## config.mk

```make
export PLATFORM = sky130hd
export DESIGN_NAME = cam_frame_capture
export DESIGN_NICKNAME = d
export VERILOG_FILES = /design/src/rtl/cam_frame_capture.sv
export SDC_FILE = /design/constraint.sdc
export NUM_CORES = 1
export LEC_CHECK = 0
export CORE_UTILIZATION = 37
export DETAILED_ROUTE_END_ITERATION = 12
export HOLD_SLACK_MARGIN = 0.02
export PLACE_DENSITY = 0.59
export SKIP_CTS_REPAIR_TIMING = 1
export SLEW_MARGIN = 20
export SYNTH_ARGS = -nofsm -noshare
export SYNTH_HDL_FRONTEND = slang
export SYNTH_SLANG_ARGS = --single-unit
```

## constraint.sdc

```tcl
create_clock -name clk -period 5.8 [get_ports clk]
set_clock_uncertainty 0.2 [all_clocks]
set_input_delay 1.16 -clock clk [delete_from_list [all_inputs] [get_ports clk]]
set_output_delay 1.16 -clock clk [all_outputs]
set_load 0.03 [all_outputs]
```

## src/rtl/cam_frame_capture.sv

```systemverilog
// Camera byte bus to 16-bit pixel stream bridge.
// Pairs hi/lo camera bytes into RGB565 pixels for one frame per shutter request,
// and queues them in a show-ahead FIFO for a ready/valid sink. Overflow and
// truncated frames are flagged sticky until the next shutter request.
module cam_frame_capture #(
    parameter int unsigned H_PIXELS   = 640,
    parameter int unsigned V_LINES    = 480,
    parameter int unsigned FIFO_DEPTH = 16
) (
    input  logic        clk,
    input  logic        reset,
    input  logic [7:0]  cam_data,
    input  logic        cam_href,
    input  logic        cam_vsync,
    input  logic        cam_shutter,
    input  logic        continuous,
    output logic [15:0] src_data,
    output logic        src_valid,
    input  logic        src_ready,
    output logic        src_sop,
    output logic        src_eop,
    output logic        busy,
    output logic        overflow,
    output logic        frame_err,
    output logic [15:0] frame_count
);

    localparam int unsigned XW = $clog2(H_PIXELS + 1);
    localparam int unsigned YW = $clog2(V_LINES + 1);
    localparam int unsigned AW = $clog2(FIFO_DEPTH);

    localparam logic [XW-1:0] XEnd  = XW'(H_PIXELS);
    localparam logic [XW-1:0] XLast = XW'(H_PIXELS - 1);
    localparam logic [YW-1:0] YEnd  = YW'(V_LINES);
    localparam logic [YW-1:0] YLast = YW'(V_LINES - 1);

    typedef enum logic [1:0] {StIdle, StArmed, StCapture, StDrop} state_e;

    // Input stage R and its delayed copy used for edge detection
    logic [7:0] data_r_q;
    logic       href_r_q, href_d_q;
    logic       vsync_r_q, vsync_d_q;
    logic       shutter_r_q, shutter_d_q;

    logic       shutter_rise, vsync_rise, vsync_fall, href_fall;

    // Capture state
    state_e          state_q;
    logic [XW-1:0]   x_q;
    logic [YW-1:0]   y_q;
    logic            phase_q;
    logic [7:0]      hi_q;
    logic            overflow_q;
    logic            frame_err_q;
    logic [15:0]     frame_count_q;

    // Registered FIFO write request {sop, eop, data}
    logic            wr_pend_q;
    logic [17:0]     wr_entry_q;

    // FIFO storage
    logic [17:0]     mem [FIFO_DEPTH];
    logic [AW-1:0]   wr_ptr_q, rd_ptr_q;
    logic [AW:0]     count_q;
    logic [17:0]     head;
    logic            push, pop;
    logic [AW+1:0]   occ;
    logic            fifo_full;

    logic            pix_write, pix_sop, pix_last;
    state_e          rearm_state;

    // Register camera inputs once and keep a delayed copy for edges
    always_ff @(posedge clk or posedge reset) begin
        if (reset) begin
            data_r_q    <= 8'h00;
            href_r_q    <= 1'b0;
            href_d_q    <= 1'b0;
            vsync_r_q   <= 1'b0;
            vsync_d_q   <= 1'b0;
            shutter_r_q <= 1'b0;
            shutter_d_q <= 1'b0;
        end else begin
            data_r_q    <= cam_data;
            href_r_q    <= cam_href;
            href_d_q    <= href_r_q;
            vsync_r_q   <= cam_vsync;
            vsync_d_q   <= vsync_r_q;
            shutter_r_q <= cam_shutter;
            shutter_d_q <= shutter_r_q;
        end
    end

    // Edge detection, pixel write qualification and FIFO occupancy check
    always_comb begin
        shutter_rise = shutter_r_q & ~shutter_d_q;
        vsync_rise   = vsync_r_q & ~vsync_d_q;
        vsync_fall   = ~vsync_r_q & vsync_d_q;
        href_fall    = ~href_r_q & href_d_q;

        pix_write = (state_q == StCapture) && href_r_q && phase_q &&
                    (x_q < XEnd) && (y_q < YEnd);
        pix_sop   = (x_q == '0) && (y_q == '0);
        pix_last  = (x_q == XLast) && (y_q == YLast);

        rearm_state = continuous ? StArmed : StIdle;

        // Count the pending write and the pop happening this cycle so a
        // pixel is only accepted when its slot is guaranteed on landing.
        occ = {1'b0, count_q} + (AW+2)'(wr_pend_q) - (AW+2)'(pop);
        fifo_full = (occ >= (AW+2)'(FIFO_DEPTH));
    end

    // Frame capture FSM with its sticky flags, counters and write request
    always_ff @(posedge clk or posedge reset) begin
        if (reset) begin
            state_q       <= StIdle;
            x_q           <= '0;
            y_q           <= '0;
            phase_q       <= 1'b0;
            hi_q          <= 8'h00;
            overflow_q    <= 1'b0;
            frame_err_q   <= 1'b0;
            frame_count_q <= 16'h0000;
            wr_pend_q     <= 1'b0;
            wr_entry_q    <= '0;
        end else begin
            wr_pend_q <= 1'b0;
            unique case (state_q)
                StIdle: begin
                    if (shutter_rise) begin
                        state_q     <= StArmed;
                        overflow_q  <= 1'b0;
                        frame_err_q <= 1'b0;
                    end
                end
                StArmed: begin
                    if (vsync_fall) begin
                        state_q <= StCapture;
                        x_q     <= '0;
                        y_q     <= '0;
                        phase_q <= 1'b0;
                    end
                end
                StCapture: begin
                    if (href_r_q) begin
                        phase_q <= ~phase_q;
                        if (!phase_q) begin
                            hi_q <= data_r_q;
                        end
                    end else if (href_fall) begin
                        // Any odd trailing byte is dropped by resetting phase
                        x_q     <= '0;
                        phase_q <= 1'b0;
                        if (y_q != YEnd) begin
                            y_q <= y_q + YW'(1);
                        end
                    end

                    if (pix_write && fifo_full) begin
                        overflow_q <= 1'b1;
                        state_q    <= StDrop;
                    end else begin
                        if (pix_write) begin
                            wr_pend_q  <= 1'b1;
                            wr_entry_q <= {pix_sop, pix_last, hi_q, data_r_q};
                            x_q        <= x_q + XW'(1);
                        end
                        // Last-pixel write wins over a coincident vsync rise
                        if (pix_write && pix_last) begin
                            frame_count_q <= frame_count_q + 16'd1;
                            state_q       <= rearm_state;
                        end else if (vsync_rise) begin
                            frame_err_q <= 1'b1;
                            state_q     <= rearm_state;
                        end
                    end
                end
                StDrop: begin
                    if (vsync_rise) begin
                        state_q <= rearm_state;
                    end
                end
                default: state_q <= StIdle;
            endcase
        end
    end

    assign push = wr_pend_q;
    assign pop  = src_valid & src_ready;

    // FIFO storage needs no reset; outputs are gated by occupancy
    always_ff @(posedge clk) begin
        if (push) begin
            mem[wr_ptr_q] <= wr_entry_q;
        end
    end

    // FIFO pointers and occupancy
    always_ff @(posedge clk or posedge reset) begin
        if (reset) begin
            wr_ptr_q <= '0;
            rd_ptr_q <= '0;
            count_q  <= '0;
        end else begin
            if (push) begin
                wr_ptr_q <= wr_ptr_q + AW'(1);
            end
            if (pop) begin
                rd_ptr_q <= rd_ptr_q + AW'(1);
            end
            unique case ({push, pop})
                2'b10:   count_q <= count_q + (AW+1)'(1);
                2'b01:   count_q <= count_q - (AW+1)'(1);
                default: count_q <= count_q;
            endcase
        end
    end

    // Show-ahead head entry drives the stream outputs
    always_comb begin
        head      = mem[rd_ptr_q];
        src_valid = (count_q != '0);
        src_data  = src_valid ? head[15:0] : 16'h0000;
        src_eop   = src_valid & head[16];
        src_sop   = src_valid & head[17];
    end

    assign busy        = (state_q != StIdle);
    assign overflow    = overflow_q;
    assign frame_err   = frame_err_q;
    assign frame_count = frame_count_q;

endmodule

```

; Word-level counts from Yosys, hierarchy flattened
; Memories as Yosys holds them, arrays and structs flattened.
; Index checks and enable logic that the tools add are counted.
[totals]
regBits = 94
mem_bits_rw = 288
memories = 1
output_inout_bits = 38
input_bits = 15
[mem_list]
columns = name, depth, width, read_ports, rd_ports_with_merged_regs, wr, line
row1 = mem, 16, 18, 1, 0, 1, 62  ; logic [17:0] mem [FIFO_DEPTH];
[op_classes]
n_lt_le_gt_ge = 3
n_eq_ne = 18
n_mux = 36
n_bitwise = 13
add_sub_neg = 9
reduce_logical = 25
[op_table]
columns = cell, n
row1 = 10-bit two-way mux, 5
row2 = 9-bit two-way mux, 4
row3 = 10-bit one-hot mux with 2 select lines, 1
row4 = 9-bit one-hot mux with 2 select lines, 1
row5 = "16-bit by 1-bit adder with 16-bit output, second input constant", 1
row6 = 16-bit two-way mux, 1
row7 = 3-bit AND reduction, 5
row8 = 1-bit two-way mux, 14
row9 = "2-bit != test, second input constant", 7
row10 = "10-bit by 1-bit adder with 10-bit output, second input constant", 1
row11 = "10-bit == test, second input constant", 1
row12 = 10-bit zero test, 1
row13 = "10-bit less-than comparator, second input constant", 1
row14 = 2-bit two-way mux, 5
row15 = 5-bit one-hot mux with 2 select lines, 1
row16 = 5-bit AND reduction, 2
row17 = "9-bit by 1-bit adder with 9-bit output, second input constant", 1
row18 = "9-bit == test, second input constant", 1
row19 = 9-bit zero test, 1
row20 = "9-bit less-than comparator, second input constant", 1
row21 = "9-bit != test, second input constant", 1
row22 = "4-bit by 1-bit adder with 4-bit output, second input constant", 2
row23 = 1-bit logical AND, 8
row24 = 2-bit one-hot mux with 4 select lines, 1
row25 = other kinds (16), 37

; Longest topological paths before layout
; Gate-level depths: netlist of run 1.
[logic_depth]
depth_word = 9
depth_mapped = 13
mapped_depth_nobuf = 12

; Least setup slack after synthesis of run 1
; Ideal clock, no wire load.
[synth_path]
path_kind = input -> register
start = input src_ready
end = register wr_entry_q[10]
path_slack_ns = 2.214
path_buffers = 1
t_arrival_ns = 3.262
path_stages = 9
t_required_ns = 5.475
path_cell_list = nor2b_1 -> nand2b_1 -> ha_1 -> nand2_1 -> nor4b_2 -> or4_4 -> a21oi_4 -> buf_4 -> mux2_2
[synth_via]
elab_chain_len = 6
[synth_lines]
columns = item, line
row1 = start: declaration, 19  ; input logic src_ready,
row2 = 1-bit AND, 190  ; assign pop = src_valid & src_ready;
row3 = 6-bit by 1-bit subtractor with 6-bit output, 110  ; occ = {1'b0, count_q} + (AW+2)'(wr_pend_q) - (AW+2)'(pop);
row4 = 6-bit by 5-bit greater-or-equal comparator with 1-bit output, 111  ; fifo_full = (occ >= (AW+2)'(FIFO_DEPTH));
row5 = 1-bit logical AND, 160  ; if (pix_write && fifo_full) begin
row6 = 1-bit inverter (no line), n/a
row7 = 3-bit AND reduction (no line), n/a
row8 = end signal: assignment, 166  ; wr_entry_q <= {pix_sop, pix_last, hi_q, data_r_q};
row9 = end: declaration, 59  ; logic [17:0] wr_entry_q;
; No other way between the ends.
; A chain may end at the register's enable or synchronous reset.

; Final worst setup path of run 1
[layout_path]
start = register rd_ptr_q[0]
end = output src_data[8]
[layout_via]
elab_chain_len = 2
[layout_lines]
columns = item, line
row1 = start: declaration, 63  ; logic [AW-1:0] wr_ptr_q, rd_ptr_q;
row2 = start signal: assignment, 210  ; rd_ptr_q <= rd_ptr_q + AW'(1);
row3 = memory 16 x 18 bit, n/a
row4 = 16-bit two-way mux, 224  ; src_data = src_valid ? head[15:0] : 16'h0000;
row5 = end: declaration, 17  ; output logic [15:0] src_data,
; No other way between the ends.

==> results of run 1 <==
-- cell type report --
cell class | count | area (um2) | area share
Multi-Input combinational cell | 386 | 4200 | 0.234
Clock buffer | 55 | 1120 | 0.0624
Timing Repair Buffer | 73 | 703 | 0.0392
Tap cell | 532 | 666 | 0.0371
Clock inverter | 21 | 179 | 0.00997
Sequential cell | 382 | 11000 | 0.613
Inverter | 20 | 77.6 | 0.00432
-- cell usage after synthesis (2+ instances only) --
cell       count  area share
and3_1        13      0.0053
nand2_1       29      0.0071
nor2_1        20      0.0049
o22a_1         3      0.0017
dfrtp_1       94        0.15
edfxtp_1     288        0.56
nand2b_1       6      0.0024
mux4_2        90        0.13
inv_1         20      0.0049
xnor2_1       25       0.014
nor4_1         3      0.0012
nor3b_1        3      0.0015
buf_4          2     0.00098
buf_2          9      0.0029
a21o_1         3      0.0015
nor2b_1        5      0.0020
o21bai_1       2     0.00098
nor3_1         8      0.0026
clkbuf_1      21      0.0051
and2_1        37       0.015
xor2_1         9      0.0051
a22o_1         4      0.0023
nand4_1       13      0.0053
nand3_1       15      0.0049
mux2_2        27       0.020
mux2i_1        4      0.0026
a21oi_1        9      0.0029
nor4b_1        2      0.0011
nand3b_1       2     0.00098
ha_1          18       0.015
and4_1         2      0.0011
o21ai_0       12      0.0039
a2111oi_2      2      0.0020
-- metal layers --
layer | wire length [um] | track usage | vias up
met1 | 14200 | 0.221 | 3973
met4 | 589 | 0.0391 | 0
met3 | 1630 | 0.0265 | 43
li1 | - | - | 3414
met5 | 0 | 0 | -
met2 | 15800 | 0.263 | 176
-- sequential cells by signal, summed over array words and instances (netlist names) --
| name | count |
|---|---|
| vsync_r_q | 1 |
| wr_ptr_q | 4 |
| mem | 288 |
| href_r_q | 1 |
| push | 1 |
| hi_q | 8 |
| state_q | 2 |
| rd_ptr_q | 4 |
| y_q | 9 |
| shutter_r_q | 1 |
| vsync_d_q | 1 |
| count_q | 5 |
| x_q | 10 |
| frame_err | 1 |
| frame_count | 16 |
| href_d_q | 1 |
| phase_q | 1 |
| data_r_q | 8 |
| shutter_d_q | 1 |
| overflow | 1 |
| wr_entry_q | 18 |
-- report_power, final --
group          switching (W)  internal [W]  leakage [nW]
Combinational        0.00108       0.00120          1.81
Sequential          0.000438       0.00333          3.89
Clock                0.00106       0.00146         0.636
Total                0.00258       0.00599          6.33
-- cells by family (layout without fill, tap and decap cells) --
logic type / count (synthesis) / after routing / share of synthesized area
compound gates: 49 / 49 / 0.0231
xor+xnor: 34 / 34 / 0.0193
fa+ha+maj: 19 / 19 / 0.0159
buf+inv: 53 / 169 / 0.0141
flops: 382 / 382 / 0.715
mux: 121 / 121 / 0.154
simple gates: 163 / 163 / 0.0588
-- path summary, 6_finish.rpt --
check	depth (start not counted)	start	slack, ns	end
setup / recovery	5	rd_ptr_q[0]	0.89	src_data[8]
hold / removal	0	shutter_r_q	0.17	shutter_d_q
setup reg to reg	12	count_q[2]	1.62	wr_entry_q[8]
hold reg to reg	0	shutter_r_q	0.17	shutter_d_q
max in group asynchronous	3	reset	3.44	rd_ptr_q[0]
min in group asynchronous	2	reset	0.82	overflow
-- critical path, stage by stage, from the launching register on --
cell	delay, ns
dfrtp_4	0.72
buf_4	0.47
mux4_2	0.57
mux4_2	0.47
and2_1	0.18
clkdlybuf4s50_1	0.60
-- stage by stage --
step,power [W],cells
final,0.00857,1469
after global routing,0.00898,1469
after CTS,0.00870,1469
after detailed placement,0.00616,1393
after global placement,0.00613,1393
after floorplan,0.00534,821
==> flow_summary_export.csv, run 1 <==
group,metric,value,unit
outcome,outcome,"finished clean",
worst_hold_path,hp-class,"reg2reg",
floorplan,die_y,206,um
sta,setup_slack,0.889,ns
power_and_ir_drop,ir_drop,0.257,mV
yosys,async_reset_ff_frac,0.246,
yosys,syn_area,15400,um2
layout,nFillCells,3592,
sta,rsz0062_at_grt,"false",
worst_setup_path,worstPathRequired,4.44,ns
clock_tree,clkTransAtPathRegs,0.06,ns
floorplan,die_area,42400,um2
drt,vias_per_cell,5.18,
sta,setup_tns,0,ns
sta,finalCriticalPeriod,4.91,ns
layout,area_growth,16.6,%
clock_tree,clock_latency,0.53,ns
job,drv_cap,0,
place,gp_congestion,0.816,
clock_tree,cts_buffers,42,
place,dp_hpwl,18400,um
clock_tree,cts_tree,"done",
place,place_ws,1.17,ns
floorplan,io_pins,53,
global_route,grt_pass1_vias,7901,
yosys,netlist_instances,821,
global_route,gr-usage-all-layers,0.159,
layout,n_antenna_cell,0,
yosys,yosys.cell_types.count,54,
global_route,overflow,0,
global_route,grt_max_degree,55,
yosys,yosysWarnings,0,
yosys,synth_nets,855,
floorplan,core_area,40900,um2
sta,worst_slew_pin_slew,0.877,ns
drt,ant_nets,0,
sta,period_share,0.847,
drt,vias,7606,
place,portBuffers,52,
place,placed_area,16700,um2
clock_tree,clock_path_buffers,3,
layout,layout_commonest_cell,"edfxtp_1",
worst_setup_path,endpoint_kind,"primary output",
sta,slew_viol_final,0,
sta,setup_viol,0,
sta,whs,0.173,ns
floorplan,start_util,0.376,
drt,drtPass1Iterations,5,
layout,layout-drive-gt1-share,0.224,
floorplan,num_rows,74,
sta,slew_headroom,0.414,
yosys,synth_edf_count,288,
sta,max_freq,204,MHz
layout,utilization,0.439,
yosys,yosys_most_used_dff,"edfxtp_1",
drt,drt-total-wl,32300,um
clock_tree,root_buffer,"clkbuf_16",
clock_tree,cts_sinks,382,
global_route,grt_pass1_wl,49600,um
drt,drt-initial-drc-count,521,
yosys,yosysSeqAreaShare,0.715,
worst_setup_path,critPathKind,"reg2out",
global_route,antenna_found_initial,0,
power_and_ir_drop,cellPowerDensity,477,nW/um2
worst_setup_path,worstPathMaxFanout,22,
layout,nets,939,
yosys,syn_area_per_cell,18.7,um2
power_and_ir_drop,power.leakage,6.33,nW
drt,drc,0,
worst_setup_path,startpoint_type,"register",
floorplan,die_x,206,um
drt,wire_per_inst,22.0,um
worst_setup_path,worstPathArrival,3.55,ns
layout,stdcell_area,18000,um2
sta,hold_violations,0,
yosys,ys_ff_latch,382,
layout,final_cell_mix,"288 x edfxtp_1, 92 x dfrtp_1, 90 x mux4_2",
clock_tree,cts-htree-levels,2,
(Power assumes the default switching activity.)
==> inputs of run 2 (changes only) <==
Clock period 5.8 ns to 4.8 ns, I/O delays scaled along.
==> flow_summary_export.csv, run 2 (synthesis results as in run 1) <==
group,metric,value,unit
clock_tree,root_buffer,"clkbuf_16",
floorplan,io_pins,53,
layout,layout-drive-gt1-share,0.229,
drt,drc,0,
worst_setup_path,worstPathArrival,3.30,ns
floorplan,num_rows,74,
worst_setup_path,cpMaxStageDelayCell,"mux4_2",
worst_setup_path,worstPathMaxFanout,28,
worst_setup_path,path_common_cell,"mux4_2",
drt,wire_per_inst,21.7,um
clock_tree,clkTransAtPathRegs,0.06,ns
layout,largest_reg_flops,288,
floorplan,die_area,42400,um2
power_and_ir_drop,power.leakage,6.33,nW
drt,vias_per_cell,5.17,
sta,period_share,0.930,
layout,register_area,11000,um2
place,placed_area,16700,um2
layout,area_growth,16.5,%
sta,hold_violations,0,
worst_hold_path,hp-class,"reg2reg",
clock_tree,cts_sinks,382,
sta,finalCriticalPeriod,4.46,ns
layout,top_register,"mem",
layout,multiInputGateArea,4200,um2
layout,nets,945,
clock_tree,clock_path_buffers,3,
worst_setup_path,startpoint_type,"register",
worst_setup_path,endpoint_kind,"primary output",
worst_setup_path,critPathKind,"reg2out",
sta,worst_slew_pin_slew,0.928,ns
sta,setup_viol,0,
worst_setup_path,cpPeakStageDelay,0.60,ns
global_route,antenna_found_initial,0,
global_route,gr-usage-all-layers,0.156,
outcome,outcome,"finished clean",
drt,drt-initial-drc-count,483,
floorplan,die_y,206,um
layout,n_antenna_cell,0,
layout,layout_commonest_cell,"edfxtp_1",
clock_tree,clock_latency,0.53,ns
power_and_ir_drop,cellPowerDensity,571,nW/um2
job,drv_cap,0,
sta,setup_tns,0,ns
drt,drtPass1Iterations,4,
worst_setup_path,crit_chain,"buf_4, mux4_2, mux4_2, and2_1, clkdlybuf4s50_1",
sta,slew_headroom,0.381,
clock_tree,cts_buffers,41,
drt,drt-total-wl,31900,um
floorplan,start_util,0.376,
power_and_ir_drop,ir_drop,0.308,mV
global_route,overflow,0,
layout,utilization,0.438,
layout,final_cell_mix,"288 x edfxtp_1, 92 x dfrtp_1, 90 x mux4_2",
layout,nFillCells,3595,
sta,rsz0062_at_grt,"false",
clock_tree,cts-htree-levels,2,
clock_tree,cts_tree,"done",
global_route,grt_pass1_vias,7834,
drt,vias,7601,
floorplan,core_area,40900,um2
drt,ant_nets,0,
sta,slew_viol_final,0,
place,gp_congestion,0.797,
sta,max_freq,224,MHz
global_route,grt_pass1_wl,48700,um
floorplan,die_x,206,um
global_route,grt_max_degree,69,
layout,stdcell_area,17900,um2
place,portBuffers,52,
place,dp_hpwl,18300,um
worst_setup_path,worstPathRequired,3.64,ns
-- run 2: per-stage QoR --
step           worst slack (ns)  total power [W]  hold WS (ns)  cells
3_5_place_dp              0.594          0.00747         0.160   1400
5_1_grt                   0.182           0.0107         0.184   1470
2_1_floorplan              1.19          0.00645         0.147    821
3_3_place_gp              0.650          0.00744         0.156   1400
6_report                  0.336           0.0102         0.167   1470
4_1_cts                   0.258           0.0104         0.173   1470
-- run 2: layout make-up --
cell class / count / area share
inverters: 20 / 0.00433
well taps: 532 / 0.0371
repair buffers: 80 / 0.0421
multi-input cells: 386 / 0.234
flip-flops and latches: 382 / 0.614
clock buffers: 55 / 0.0630
clock inverters: 15 / 0.00551
-- run 2: path summary, 6_finish.rpt --
path / cells past startpoint / from / endpoint / slack (ns)
worst max-delay path: 5 / rd_ptr_q[0] / src_data[15] / 0.34
worst min-delay path: 0 / shutter_r_q / shutter_d_q / 0.17
worst max register to register: 14 / count_q[3] / x_q[0] / 1.16
worst min register to register: 0 / shutter_r_q / shutter_d_q / 0.17
max in group asynchronous: 3 / reset / frame_count[7] / 2.91
min in group asynchronous: 2 / reset / overflow / 0.77
-- run 2: where the power goes --
part	total (W)	leakage (nW)	internal (W)	switching, W
sequential	0.00451	3.89	0.00403	0.000487
combinational	0.00283	1.85	0.00146	0.00137
clock	0.00290	0.599	0.00165	0.00124
-- run 2: critical path, delay by kind of cell, from the launching register on --
family / cells / cell delay, ns
buf+inv: 2 / 1.07
flops: 1 / 0.42
mux: 2 / 1.09
simple gates: 1 / 0.17
-- run 2: metal layers --
metal  global-route usage  part of all wire
met5                    0                 0
met3               0.0257             0.037
met1                0.220              0.46
met4               0.0355             0.014
met2                0.253              0.49
